==> config.mk <==
export PLATFORM = sky130hd
export DESIGN_NAME = div_unit_flat
export DESIGN_NICKNAME = d
export VERILOG_FILES = /design/src/rtl/div_unit_if.sv /design/src/rtl/div_unit.sv /design/src/flat_wrapper.sv
export SDC_FILE = /design/constraint.sdc
export NUM_CORES = 1
export LEC_CHECK = 0
export ABC_CLOCK_PERIOD_IN_PS = 10300
export CORE_MARGIN = 2
export CORE_UTILIZATION = 55
export DETAILED_ROUTE_END_ITERATION = 6
export GPL_TIMING_DRIVEN = 0
export PLACE_DENSITY_LB_ADDON = 0.1
export SYNTH_ARGS = -nofsm -noshare
export SYNTH_HDL_FRONTEND = slang
export SYNTH_SLANG_ARGS = --single-unit
==> constraint.sdc <==
create_clock -name clk -period 10.3 [get_ports clk]
set_input_delay 1.545 -clock clk [delete_from_list [all_inputs] [get_ports clk]]
set_output_delay 1.545 -clock clk [all_outputs]
set_load 0.01 [all_outputs]
==> src/rtl/div_unit_if.sv <==
// Request/response bundle for the iterative divider: operands and start from
// the requester, busy/done and registered results back from the divider.
interface div_unit_if #(
  parameter int WIDTH = 32
);
  logic             start;
  logic             is_signed;
  logic [WIDTH-1:0] inA;
  logic [WIDTH-1:0] inB;
  logic             busy;
  logic             done;
  logic [WIDTH-1:0] quotient;
  logic [WIDTH-1:0] remainder;
  logic             div_zero;

  modport master (
    output start, is_signed, inA, inB,
    input  busy, done, quotient, remainder, div_zero
  );

  modport slave (
    input  start, is_signed, inA, inB,
    output busy, done, quotient, remainder, div_zero
  );
endinterface

==> src/rtl/div_unit.sv <==
// Restoring radix-2 divider for DIV/DIVU. Produces one quotient bit per clock
// and applies the sign correction in a final cycle (33-cycle latency).
module div_unit #(
  parameter int WIDTH = 32
) (
  input  logic        clk,
  input  logic        reset,
  div_unit_if.slave   bus
);

  localparam int CNT_W = $clog2(WIDTH);

  typedef enum logic [1:0] {IDLE, CALC, FIX} state_t;

  state_t            state;
  logic [CNT_W-1:0]  cnt;
  logic [WIDTH-1:0]  prem;
  logic [WIDTH-1:0]  dvd;
  logic [WIDTH-1:0]  dvs;
  logic              neg_q;
  logic              neg_r;
  logic              busy_r;
  logic              done_r;
  logic [WIDTH-1:0]  quo_r;
  logic [WIDTH-1:0]  rem_r;
  logic              dz_r;

  logic [WIDTH:0]        shifted;
  logic signed [WIDTH:0] trial;

  function automatic logic [WIDTH-1:0] magnitude(input logic [WIDTH-1:0] v,
                                                 input logic sgn);
    return (sgn && v[WIDTH-1]) ? (~v + WIDTH'(1)) : v;
  endfunction

  function automatic logic [WIDTH-1:0] cond_neg(input logic [WIDTH-1:0] v,
                                                input logic en);
    return en ? (~v + WIDTH'(1)) : v;
  endfunction

  // Partial remainder stays below the divisor, so the shifted value minus the
  // divisor always fits in WIDTH+1 signed bits; the MSB is the borrow.
  always_comb begin
    shifted = {prem, dvd[WIDTH-1]};
    trial   = $signed(shifted - {1'b0, dvs});
  end

  always_ff @(posedge clk or posedge reset) begin
    if (reset) begin
      state  <= IDLE;
      cnt    <= '0;
      prem   <= '0;
      dvd    <= '0;
      dvs    <= '0;
      neg_q  <= 1'b0;
      neg_r  <= 1'b0;
      busy_r <= 1'b0;
      done_r <= 1'b0;
      quo_r  <= '0;
      rem_r  <= '0;
      dz_r   <= 1'b0;
    end else begin
      done_r <= 1'b0;
      case (state)
        IDLE: begin
          if (bus.start) begin
            neg_q  <= bus.is_signed & (bus.inA[WIDTH-1] ^ bus.inB[WIDTH-1]);
            neg_r  <= bus.is_signed & bus.inA[WIDTH-1];
            dvd    <= magnitude(bus.inA, bus.is_signed);
            dvs    <= magnitude(bus.inB, bus.is_signed);
            prem   <= '0;
            cnt    <= '0;
            busy_r <= 1'b1;
            state  <= CALC;
          end
        end
        CALC: begin
          if (!trial[WIDTH]) begin
            prem <= trial[WIDTH-1:0];
            dvd  <= {dvd[WIDTH-2:0], 1'b1};
          end else begin
            prem <= shifted[WIDTH-1:0];
            dvd  <= {dvd[WIDTH-2:0], 1'b0};
          end
          cnt <= cnt + 1'b1;
          if (cnt == CNT_W'(WIDTH - 1))
            state <= FIX;
        end
        FIX: begin
          // A zero divisor leaves the dividend magnitude in prem, so the
          // remainder correction restores inA; only the quotient is forced.
          quo_r  <= (dvs == '0) ? '1 : cond_neg(dvd, neg_q);
          rem_r  <= cond_neg(prem, neg_r);
          dz_r   <= (dvs == '0);
          done_r <= 1'b1;
          busy_r <= 1'b0;
          state  <= IDLE;
        end
        default: state <= IDLE;
      endcase
    end
  end

  assign bus.busy      = busy_r;
  assign bus.done      = done_r;
  assign bus.quotient  = quo_r;
  assign bus.remainder = rem_r;
  assign bus.div_zero  = dz_r;

endmodule

==> src/flat_wrapper.sv <==
// flat-port wrapper written by rule: the top's interface ports become plain ports
module div_unit_flat 
#(
  parameter int WIDTH = 32
)
  (clk, reset, bus_start, bus_is_signed, bus_inA, bus_inB, bus_busy, bus_done, bus_quotient, bus_remainder, bus_div_zero);
  div_unit_if #(.WIDTH(WIDTH)) bus_i ();
  input  logic clk;
  input  logic reset;
  input wire logic [$bits(bus_i.start)-1:0] bus_start;
  input wire logic [$bits(bus_i.is_signed)-1:0] bus_is_signed;
  input wire logic [$bits(bus_i.inA)-1:0] bus_inA;
  input wire logic [$bits(bus_i.inB)-1:0] bus_inB;
  output wire logic [$bits(bus_i.busy)-1:0] bus_busy;
  output wire logic [$bits(bus_i.done)-1:0] bus_done;
  output wire logic [$bits(bus_i.quotient)-1:0] bus_quotient;
  output wire logic [$bits(bus_i.remainder)-1:0] bus_remainder;
  output wire logic [$bits(bus_i.div_zero)-1:0] bus_div_zero;
  assign bus_i.start = bus_start;
  assign bus_i.is_signed = bus_is_signed;
  assign bus_i.inA = bus_inA;
  assign bus_i.inB = bus_inB;
  assign bus_busy = bus_i.busy;
  assign bus_done = bus_i.done;
  assign bus_quotient = bus_i.quotient;
  assign bus_remainder = bus_i.remainder;
  assign bus_div_zero = bus_i.div_zero;
  div_unit #(.WIDTH(WIDTH)) u_core (.clk(clk), .reset(reset), .bus(bus_i));
endmodule
# --- Yosys cells after proc, flatten, opt, wreduce, memory -nomap -nowiden ---
# Cells that the tools add are included.
totals:
  in_bits: 68
  elab_cells: 59
  ff_bits: 172
classes:
  bitwise_logic: 7
  n_addsub: 6
  reduce_logical: 10
  n_mux: 19
  n_eq_ne: 5
ops:
  columns: ["operator", "count"]
  rows:
  - ["32-bit 2-to-1 mux", 8]
  - ["32-bit by 1-bit adder with 32-bit output (second input constant)", 4]
  - ["32-bit NOT", 4]
  - ["32-bit one-hot mux with 2 select lines", 2]
  - ["33-bit by 32-bit subtractor with 33-bit output", 1]
  - ["32-bit logical NOT", 1]
  - ["5-bit one-hot mux with 2 select lines", 1]
  - ["2-bit AND reduction", 4]
  - ["5-bit by 1-bit adder with 5-bit output (second input constant)", 1]
  - ["5-bit == test (second input constant)", 1]
  - ["5-bit 2-to-1 mux", 1]
  - ["2-bit 2-to-1 mux", 2]
  - ["2-bit one-hot mux with 2 select lines", 1]
  - ["2-bit nonzero test", 2]
  - ["1-bit 2-to-1 mux", 3]
  - ["1-bit bitwise AND", 2]
  - ["2-bit by 1-bit == test with 1-bit output (second input constant)", 1]
  - ["2-bit == test (second input constant)", 1]
  - ["1-bit logical AND", 2]
  - ["2-bit logical NOT", 1]
  - ["2-bit by 1-bit != test with 1-bit output (second input constant)", 1]
  - ["2-bit != test (second input constant)", 1]
  - ["1-bit one-hot mux with 2 select lines", 1]
  - ["1-bit XOR", 1]

# --- Longest topological paths before layout ---
depth:
  ltp_word: 5
  mapped_depth: 14

# --- Worst setup path before layout ---
# Ideal clock, no wire load.
synth_timing:
  path_type: "in2reg"
  start: "input port bus_inB[0]"
  end: "register u_core.dvs[30]"
  t_arrival_ns: 3.959
  path_stages: 11
  setup_ns: 0.131
  path_buffers: 0
  setup_slack_ns: 6.211
  cell_sequence: "inv_1 ha_1 or3b_1 or4_1 nor2b_1 and3_1 nand2_1 or4_1 o41ai_2 xor2_1 o21ai_1"
synth_between:
  elab_chain_cells: 3
synth_rtl:
  columns: ["element", "line", "text"]
  rows:
  - ["start: declaration", "flat_wrapper.sv:13", "input wire logic [$bits(bus_i.inB)-1:0] bus_inB;"]
  - ["32-bit NOT", "div_unit.sv:33", "return (sgn && v[WIDTH-1]) ? (~v + WIDTH'(1)) : v;"]
  - ["32-bit by 1-bit adder with 32-bit output", "div_unit.sv:33", null]
  - ["32-bit 2-to-1 mux", "div_unit.sv:33", null]
  - ["end signal: assignment", "div_unit.sv:70", "dvs <= magnitude(bus.inB, bus.is_signed);"]
  - ["end: declaration", "div_unit.sv:19", "logic [WIDTH-1:0] dvs;"]
# No other way between the ends.
# A chain may end at the register's enable or synchronous reset.

# --- Final worst setup path ---
layout_timing:
  start: "input port bus_inB[1]"
  end: "register u_core.dvs[30]"
# The elaborated chain is that of the path after synthesis.

==> run_summary.xml <==
<?xml version="1.0" encoding="UTF-8"?>
<metrics>
  <group name="run_status">
    <metric name="run_status" unit="">finished clean</metric>
  </group>
  <group name="routing">
    <metric name="dr.first_iter.drc_count" unit="">774</metric>
    <metric name="wirelength" unit="mm">31.57</metric>
    <metric name="via_count" unit="">10413</metric>
    <metric name="drt-vias-per-instance" unit="">5.873</metric>
    <metric name="postRouteAntennaNets" unit="">0</metric>
    <metric name="detail_route.drc_violations" unit="">0</metric>
    <metric name="routed_wire_length_per_instance" unit="um">17.81</metric>
    <metric name="drt_pre_antenna_iters" unit="">5</metric>
  </group>
  <group name="global_routing">
    <metric name="grtUsageMet2" unit="%">44.93</metric>
    <metric name="global_route.peak_usage_layer" unit="">met2</metric>
    <metric name="globalRouteTotalUtil" unit="%">29.56</metric>
    <metric name="grt_start_max_net_pins" unit="">106</metric>
    <metric name="grt.overflow.total" unit="">0</metric>
    <metric name="gr-usage-met3" unit="%">4.472</metric>
    <metric name="gr_util_met1" unit="%">43.99</metric>
    <metric name="first_global_vias" unit="">9921</metric>
    <metric name="wire_length_of_the_first_global_routing_pass" unit="mm">51.16</metric>
    <metric name="antenna_found_initial" unit="">1</metric>
  </group>
  <group name="clock_network">
    <metric name="cts-root-buf" unit="">sky130_fd_sc_hd__clkbuf_16</metric>
    <metric name="clock_tree.htree_level_count" unit="">4</metric>
    <metric name="numCtsBuffers" unit="">17</metric>
    <metric name="cts_buffer_depth" unit="">2</metric>
    <metric name="cts_tree" unit="">yes</metric>
    <metric name="post_cts_resized" unit="">0</metric>
    <metric name="clk_transition_reported_paths" unit="ns">0.07</metric>
    <metric name="cts-hold-fix-buffers" unit="">0</metric>
    <metric name="clkSinkCount" unit="">172</metric>
    <metric name="clock_insertion_delay_worst_skew" unit="ns">0.44</metric>
    <metric name="postCtsSetupBuffers" unit="">0</metric>
  </group>
  <group name="die">
    <metric name="dieHeight" unit="um">147.2</metric>
    <metric name="start_util" unit="%">55.90</metric>
    <metric name="chipWidth" unit="um">147.2</metric>
    <metric name="placeableCoreArea" unit="mm2">0.02017</metric>
    <metric name="ioPinCount" unit="">135</metric>
    <metric name="row_count" unit="">52</metric>
    <metric name="dieArea" unit="mm2">0.02166</metric>
  </group>
  <group name="timing">
    <metric name="final_min_period_over_clock_period" unit="%">43.43</metric>
    <metric name="timing_max_transition_violations_final" unit="">0</metric>
    <metric name="rsz0062_at_grt" unit="">no</metric>
    <metric name="final.setup_skew" unit="ns">0.01566</metric>
    <metric name="whs" unit="ns">0.4775</metric>
    <metric name="slew-limit-headroom" unit="%">48.94</metric>
    <metric name="setup-violations-final" unit="">0</metric>
    <metric name="setup-tns-final" unit="ns">0</metric>
    <metric name="tightestPinTransition" unit="ns">0.7563</metric>
    <metric name="max_freq" unit="MHz">223.5</metric>
    <metric name="timing.final.crit_period" unit="ns">4.473</metric>
    <metric name="hold_viol_final" unit="">0</metric>
  </group>
  <group name="logic_synthesis">
    <metric name="synth_enable_flop_cells" unit="">0</metric>
    <metric name="synth_seq_cells" unit="">172</metric>
    <metric name="yosys_warnings" unit="">0</metric>
    <metric name="proportion_of_synthesized_chip_area_in_sequential_cells" unit="%">38.18</metric>
    <metric name="number_of_unique_standard_cell_types_used_by_synthesis" unit="">66</metric>
    <metric name="postSynthCellCount" unit="">1336</metric>
    <metric name="syn-cell-area" unit="mm2">0.01127</metric>
    <metric name="synthesis.nets" unit="">1443</metric>
    <metric name="area_share_of_the_largest_cell_type_after_synthesis" unit="%">38.18</metric>
    <metric name="async_reset_ff_share" unit="%">100.0</metric>
    <metric name="yosys_most_used_dff" unit="">sky130_fd_sc_hd__dfrtp_1</metric>
    <metric name="cell_type_with_the_highest_aggregate_area_in_the_netlist" unit="">sky130_fd_sc_hd__dfrtp_1</metric>
    <metric name="synth_area_leaders" unit="">sky130_fd_sc_hd__dfrtp_1 38%, sky130_fd_sc_hd__xor2_1 7.0%, sky130_fd_sc_hd__o21ai_0 6.6%</metric>
    <metric name="netlist_top_cells_count" unit="">172 x sky130_fd_sc_hd__dfrtp_1, 172 x sky130_fd_sc_hd__nand2_1, 148 x sky130_fd_sc_hd__o21ai_0</metric>
    <metric name="syn-mean-instance-area" unit="um2">8.439</metric>
  </group>
  <group name="power">
    <metric name="p_per_area" unit="mW/mm2">349.8</metric>
    <metric name="internal_power" unit="mW">2.519</metric>
    <metric name="totalPowerFinal" unit="mW">4.757</metric>
    <metric name="power.switching_fraction" unit="%">47.05</metric>
    <metric name="vdd_ir_drop_max" unit="mV">0.1663</metric>
    <metric name="p_seq_share" unit="%">27.7</metric>
    <metric name="power_frac_comb" unit="%">58.1</metric>
    <metric name="leakage" unit="nW">5.684</metric>
    <metric name="switchingPower" unit="mW">2.238</metric>
    <metric name="share_clk_of_total_power" unit="%">14.2</metric>
  </group>
  <group name="placed_design">
    <metric name="port_bufs" unit="">134</metric>
    <metric name="place.gp.congestion" unit="">0.9009</metric>
    <metric name="dp_cells" unit="">1741</metric>
    <metric name="hpwl" unit="mm">24.03</metric>
  </group>
  <group name="setup_path">
    <metric name="timing.critical_path.required" unit="ns">10.60</metric>
    <metric name="crit_type" unit="">in2reg</metric>
    <metric name="crit_path_cell_trace" unit="">clkdlybuf4s50_1 -&gt; inv_1 -&gt; ha_1 -&gt; or3b_1 -&gt; or4_1 -&gt; nor2b_1 -&gt; and3_1 -&gt; nand2_1 -&gt; or4_1 -&gt; o41ai_2 -&gt; xor2_1 -&gt; o21ai_1</metric>
    <metric name="critical_path.max_stage_delay" unit="ns">0.52</metric>
    <metric name="worstPathArrival" unit="ns">4.77</metric>
    <metric name="crit_path_end_kind" unit="">flop</metric>
    <metric name="timing.critical_path.from_type" unit="">input port</metric>
    <metric name="critical_path_peak_fanout" unit="">4</metric>
    <metric name="critical_path_s_most_frequent_cell" unit="">sky130_fd_sc_hd__or4_1</metric>
    <metric name="worst_path_max_delay_cell" unit="">sky130_fd_sc_hd__or4_1</metric>
  </group>
  <group name="finish">
    <metric name="final.fill_count" unit="">1733</metric>
    <metric name="ff_latch_area" unit="mm2">0.004304</metric>
    <metric name="stdcell_count" unit="">1773</metric>
    <metric name="layout-drive-gt1-share" unit="%">3.726</metric>
    <metric name="antenna-diode-count" unit="">0</metric>
    <metric name="area_growth_syn_to_layout" unit="%">20.61</metric>
    <metric name="multi_input_comb_area" unit="mm2">0.006470</metric>
    <metric name="layout.nets" unit="">1597</metric>
    <metric name="post-route-util" unit="%">67.42</metric>
  </group>
  <group name="job">
    <metric name="max_cap_violations" unit="">0</metric>
  </group>
  <group name="hold_path">
    <metric name="hold_class" unit="">reg2reg</metric>
  </group>
</metrics>
[power groups by stage]
stage / logic, mW / clock network [mW] / registers [mW]
4_1_cts: 2.72 / 0.678 / 1.31
3_5_place_dp: 2.70 / 0 / 1.32
2_1_floorplan: 1.97 / 0 / 1.24
6_report: 2.76 / 0.673 / 1.32
5_1_grt: 3.08 / 0.703 / 1.36
3_3_place_gp: 2.65 / 0 / 1.30
[kinds of logic after synthesis]
| family | after synthesis | share of synthesized area (%) |
|---|---|---|
| XOR/XNOR | 144 | 11.19 |
| flip-flops | 172 | 38.18 |
| buffers and inverters | 131 | 4.439 |
| AND/OR/NAND/NOR | 433 | 18.09 |
| multiplexers | 2 | 0.1776 |
| AO/OA/AOI/OAI | 415 | 23.54 |
| adder cells (fa/ha/maj) | 39 | 4.395 |
[stage by stage]
| stage | area [um2] | worst slack (ns) |
|---|---|---|
| final | 13600 | 5.827 |
| after global routing | 13600 | 5.593 |
| after CTS | 13600 | 5.817 |
| after detailed placement | 12990 | 5.375 |
| after global placement | 12950 | 1.846 |
| after floorplan | 11270 | 4.095 |
[worst max-delay path, delay by kind of cell]
kind / cells / cell delay (ns)
XOR/XNOR: 1 / 0.23
AND/OR/NAND/NOR: 6 / 1.98
adder cells (fa/ha/maj): 1 / 0.15
AO/OA/AOI/OAI: 2 / 0.33
buffers and inverters: 2 / 0.54
[final cells by class]
| class | instances | area share [%] |
|---|---|---|
| multi-input cells | 1033 | 47.58 |
| flip-flops and latches | 172 | 31.65 |
| repair buffers | 135 | 10.07 |
| clock buffers | 17 | 3.128 |
| well taps | 270 | 2.484 |
| plain buffers | 73 | 2.080 |
| inverters | 58 | 1.656 |
| clock inverters | 15 | 1.353 |
[metal layers]
layer	routed length, um	part of all wire, %	vias to the layer above
li1	-	-	5080
met1	15170	48	4930
met2	13890	44	361
met3	2008	6.4	42
met4	513	1.6	0
met5	0	0	-
[sequential cells by signal (all words and copies together), names as in the netlist, 2 cells and up]
signal and cells:
u_core.bus.quotient 32, u_core.bus.remainder 32, u_core.cnt 5, u_core.dvd 32, u_core.dvs 32, u_core.prem 32
u_core.state 2
[path summary, 6_finish.rpt]
check                                               startpoint                                  end  slack, ns  depth (start not counted)
max                                                 bus_inB[1]           u_core.dvs[30]$_DFFE_PP0P_       5.83                         12
min                        u_core.bus.remainder[5]$_DFFE_PP0P_  u_core.bus.remainder[5]$_DFFE_PP0P_       0.48                          2
max reg2reg                         u_core.dvd[31]$_DFFE_PP0P_           u_core.prem[6]$_DFFE_PP0P_       6.30                         14
min reg2reg                u_core.bus.remainder[5]$_DFFE_PP0P_  u_core.bus.remainder[5]$_DFFE_PP0P_       0.48                          2
max in group asynchronous                                reset           u_core.dvs[18]$_DFFE_PP0P_       7.88                          3
min in group asynchronous                                reset   u_core.bus.quotient[3]$_DFFE_PP0P_       1.55                          2
[cells in the final DEF, fill, tap and decap left out, types with 15 or more instances in the layout]
cell type	instances
sky130_fd_sc_hd__nand4_1	17
sky130_fd_sc_hd__dfrtp_1	172
sky130_fd_sc_hd__a22oi_1	31
sky130_fd_sc_hd__a221o_1	15
sky130_fd_sc_hd__nor3_1	17
sky130_fd_sc_hd__o21ai_0	148
sky130_fd_sc_hd__nand3_1	19
sky130_fd_sc_hd__xnor2_1	54
sky130_fd_sc_hd__a21o_1	17
sky130_fd_sc_hd__o31ai_1	21
sky130_fd_sc_hd__nor2_1	107
sky130_fd_sc_hd__clkbuf_16	17
sky130_fd_sc_hd__o211ai_1	18
sky130_fd_sc_hd__clkdlybuf4s50_1	134
sky130_fd_sc_hd__a21oi_1	96
sky130_fd_sc_hd__inv_1	56
sky130_fd_sc_hd__clkbuf_1	65
sky130_fd_sc_hd__nor4_1	21
sky130_fd_sc_hd__xor2_1	90
sky130_fd_sc_hd__nand2_1	172
sky130_fd_sc_hd__ha_1	38
(Power assumes the default switching activity.)
==> variant: new RTL, same settings <==
`WIDTH` is set to 32 in 3 places; all go to 16.
--- a/src/rtl/div_unit_if.sv
+++ b/src/rtl/div_unit_if.sv
@@ -1,7 +1,7 @@
 // Request/response bundle for the iterative divider: operands and start from
 // the requester, busy/done and registered results back from the divider.
 interface div_unit_if #(
-  parameter int WIDTH = 32
+  parameter int WIDTH = 16
 );
   logic             start;
   logic             is_signed;
--- a/src/rtl/div_unit.sv
+++ b/src/rtl/div_unit.sv
@@ -1,7 +1,7 @@
 // Restoring radix-2 divider for DIV/DIVU. Produces one quotient bit per clock
 // and applies the sign correction in a final cycle (33-cycle latency).
 module div_unit #(
-  parameter int WIDTH = 32
+  parameter int WIDTH = 16
 ) (
   input  logic        clk,
   input  logic        reset,
--- a/src/flat_wrapper.sv
+++ b/src/flat_wrapper.sv
@@ -1,7 +1,7 @@
 // flat-port wrapper written by rule: the top's interface ports become plain ports
 module div_unit_flat 
 #(
-  parameter int WIDTH = 32
+  parameter int WIDTH = 16
 )
   (clk, reset, bus_start, bus_is_signed, bus_inA, bus_inB, bus_busy, bus_done, bus_quotient, bus_remainder, bus_div_zero);
   div_unit_if #(.WIDTH(WIDTH)) bus_i ();
Ports: changed (resized bus_inA, bus_inB, bus_quotient and bus_remainder); port bits go from 135 to 71. The function was not compared with the original's and may differ.
==> variant against the original RTL <==
  * Total power is 51% lower
  * Highest routed layer unchanged
  * Utilization is 0.52 points higher
  * Sequential cell count is 81 lower
  * Synthesized area is 50% lower
  * Critical path depth is 5 lower
  * Non-clock buffer count is 109 lower
  * Routed wire length is 56% lower
  * Sequential power is 47% lower
  * Via count is 52% lower
  * Register-to-register slack better by 0.90 ns
  * Final area is 51% lower
  * Setup slack better by 0.96 ns
  * Combinational power is 50% lower
==> variant: results (changes against the original RTL) <==
| Metric | Value |
|---|---|
| Routed WL per cell | `16.23 um (-8.9%)` |
| R2R cell count | `11 (-3)` |
| Data buffer area share | `12.49% (+0.34 points)` |
| R2R setup slack | `7.20 ns (+0.90 ns)` |
| Vias in the first global route | `4741 (-52%)` |
| Slowest CP cell | `clkdlybuf4s50_1` |
| DR vias | `5022 (-52%)` |
| DR WL met3 | `762 um (-62%)` |
| GRT met2 Usage | `42.86% (-2.1 points)` |
| Count of input and output buffers | `69 (-49%)` |
| Final WL | `13960 um (-56%)` |
| Met1 usage | `35.90% (-8.1 points)` |
| CTS buffer count | `9 (-8)` |
| Core region area | `9864 um^2 (-51%)` |
| Post-Synth Adder-Cell Area | `5.030% (+0.64 points)` |
| Worst hold-check slack | `0.4825 ns (+0.005060 ns)` |
| H-tree levels | `3 (-1)` |
| Post-CTS Setup Repair Bufs | `0 (unchanged)` |
| Met3 GRT Util | `4.117% (-0.35 points)` |
| Total GRT Usage | `26.28% (-3.3 points)` |
| Area of the multi-input gates | `3113 um^2 (-52%)` |
| Top post-synthesis cells by area | `dfrtp_1, o21ai_0, xor2_1` |
| Hold EP | `u_core.bus.remainder[13]` |
| Static leakage | `2.826 nW (-50%)` |
| Min-delay src | `u_core.bus.remainder[13]` |
| Logic power comb | `1.39 mW (-50%)` |
| Clock insertion delay at the later pin of the skew report | `0.37 ns (-0.07 ns)` |
| Non-clk invs | `30 (-48%)` |
| CP arrival | `3.75 ns (-1.02 ns)` |
| Routed length on met2 | `6565 um (-53%)` |
| Clk power | `0.243 mW (-64%)` |
| Layout cells sized above 1 | `3.989% (+0.26 points)` |
| Met1 WL | `6411 um (-58%)` |
| Global placement routability congestion | `0.9175 (+1.8%)` |
| Signal buffers | `99 (-52%)` |
| Placed cells | `845 (-51%)` |
| Status | `finished clean` |
| Clock buffers | `11 (-6)` |
| Slew of the pin with the lowest slew margin | `1.014 ns (+0.2575 ns)` |
| Post-synthesis mux area share | `3.561% (+3.4 points)` |
| Final Skew | `0.007655 ns (-0.008005 ns)` |
| Critical Path Max Stage Delay | `0.46 ns (-0.06 ns)` |
| Detailed Route Iter0 Violations | `283 (-63%)` |
| Post-synth top cells | `dfrtp_1, nand2_1, o21ai_0` |
| Multi-In Gates | `492 (-52%)` |
| Avg Synthesized Cell Area | `8.756 um^2 (+3.8%)` |
| Mapped Nets | `700 (-51%)` |
| Sequential cell area share | `33.98% (+2.3 points)` |
| Global-route wire length before repair | `23160 um (-55%)` |
| Netlist cell types | `50 (-24%)` |
| Synth Area in XOR/XNOR | `10.28% (-0.90 points)` |
| Largest net degree at the start of global routing | `47 (-56%)` |
| Post-DP HPWL | `10610 um (-56%)` |
| Worst R2R Start | `u_core.prem[0]` |
| Worst reg2reg path endpoint | `u_core.prem[3]` |
| Clock network area share | `2.875% (-1.6 points)` |
| Initial antenna violation count | `0 (-1)` |
| Clk root buf | `clkbuf_8` |
variant: cell types whose count changed in the layout (fill, tap and decap cells not counted), sizes merged, moves of 17 or more:
cell,before,now
nor2,107,38
nand2,172,86
dfrtp,172,91
xor2,90,43
clkdlybuf4s50,134,69
mux2i,2,20
o21ai,155,85
xnor2,54,23
inv,62,29
a21oi,96,44
clkbuf,82,35
ha,38,21
a22oi,31,11
variant: tightest hold or removal path: stages, from the launching register on:
cell and delay [ns]:
dfrtp_1 0.35, nand2_1 0.04, o21ai_0 0.06
variant: how the worst max path moves through the flow:
stage                     startpoint                      end  slack, ns
after floorplan                reset          u_core.bus.busy       6.39
after global placement         reset  u_core.bus.quotient[12]       5.10
after detailed placement  bus_inB[4]           u_core.dvs[13]       6.39
after CTS                 bus_inB[4]           u_core.dvs[13]       6.77
after global routing      bus_inB[4]           u_core.dvs[13]       6.66
final                     bus_inB[4]           u_core.dvs[13]       6.79
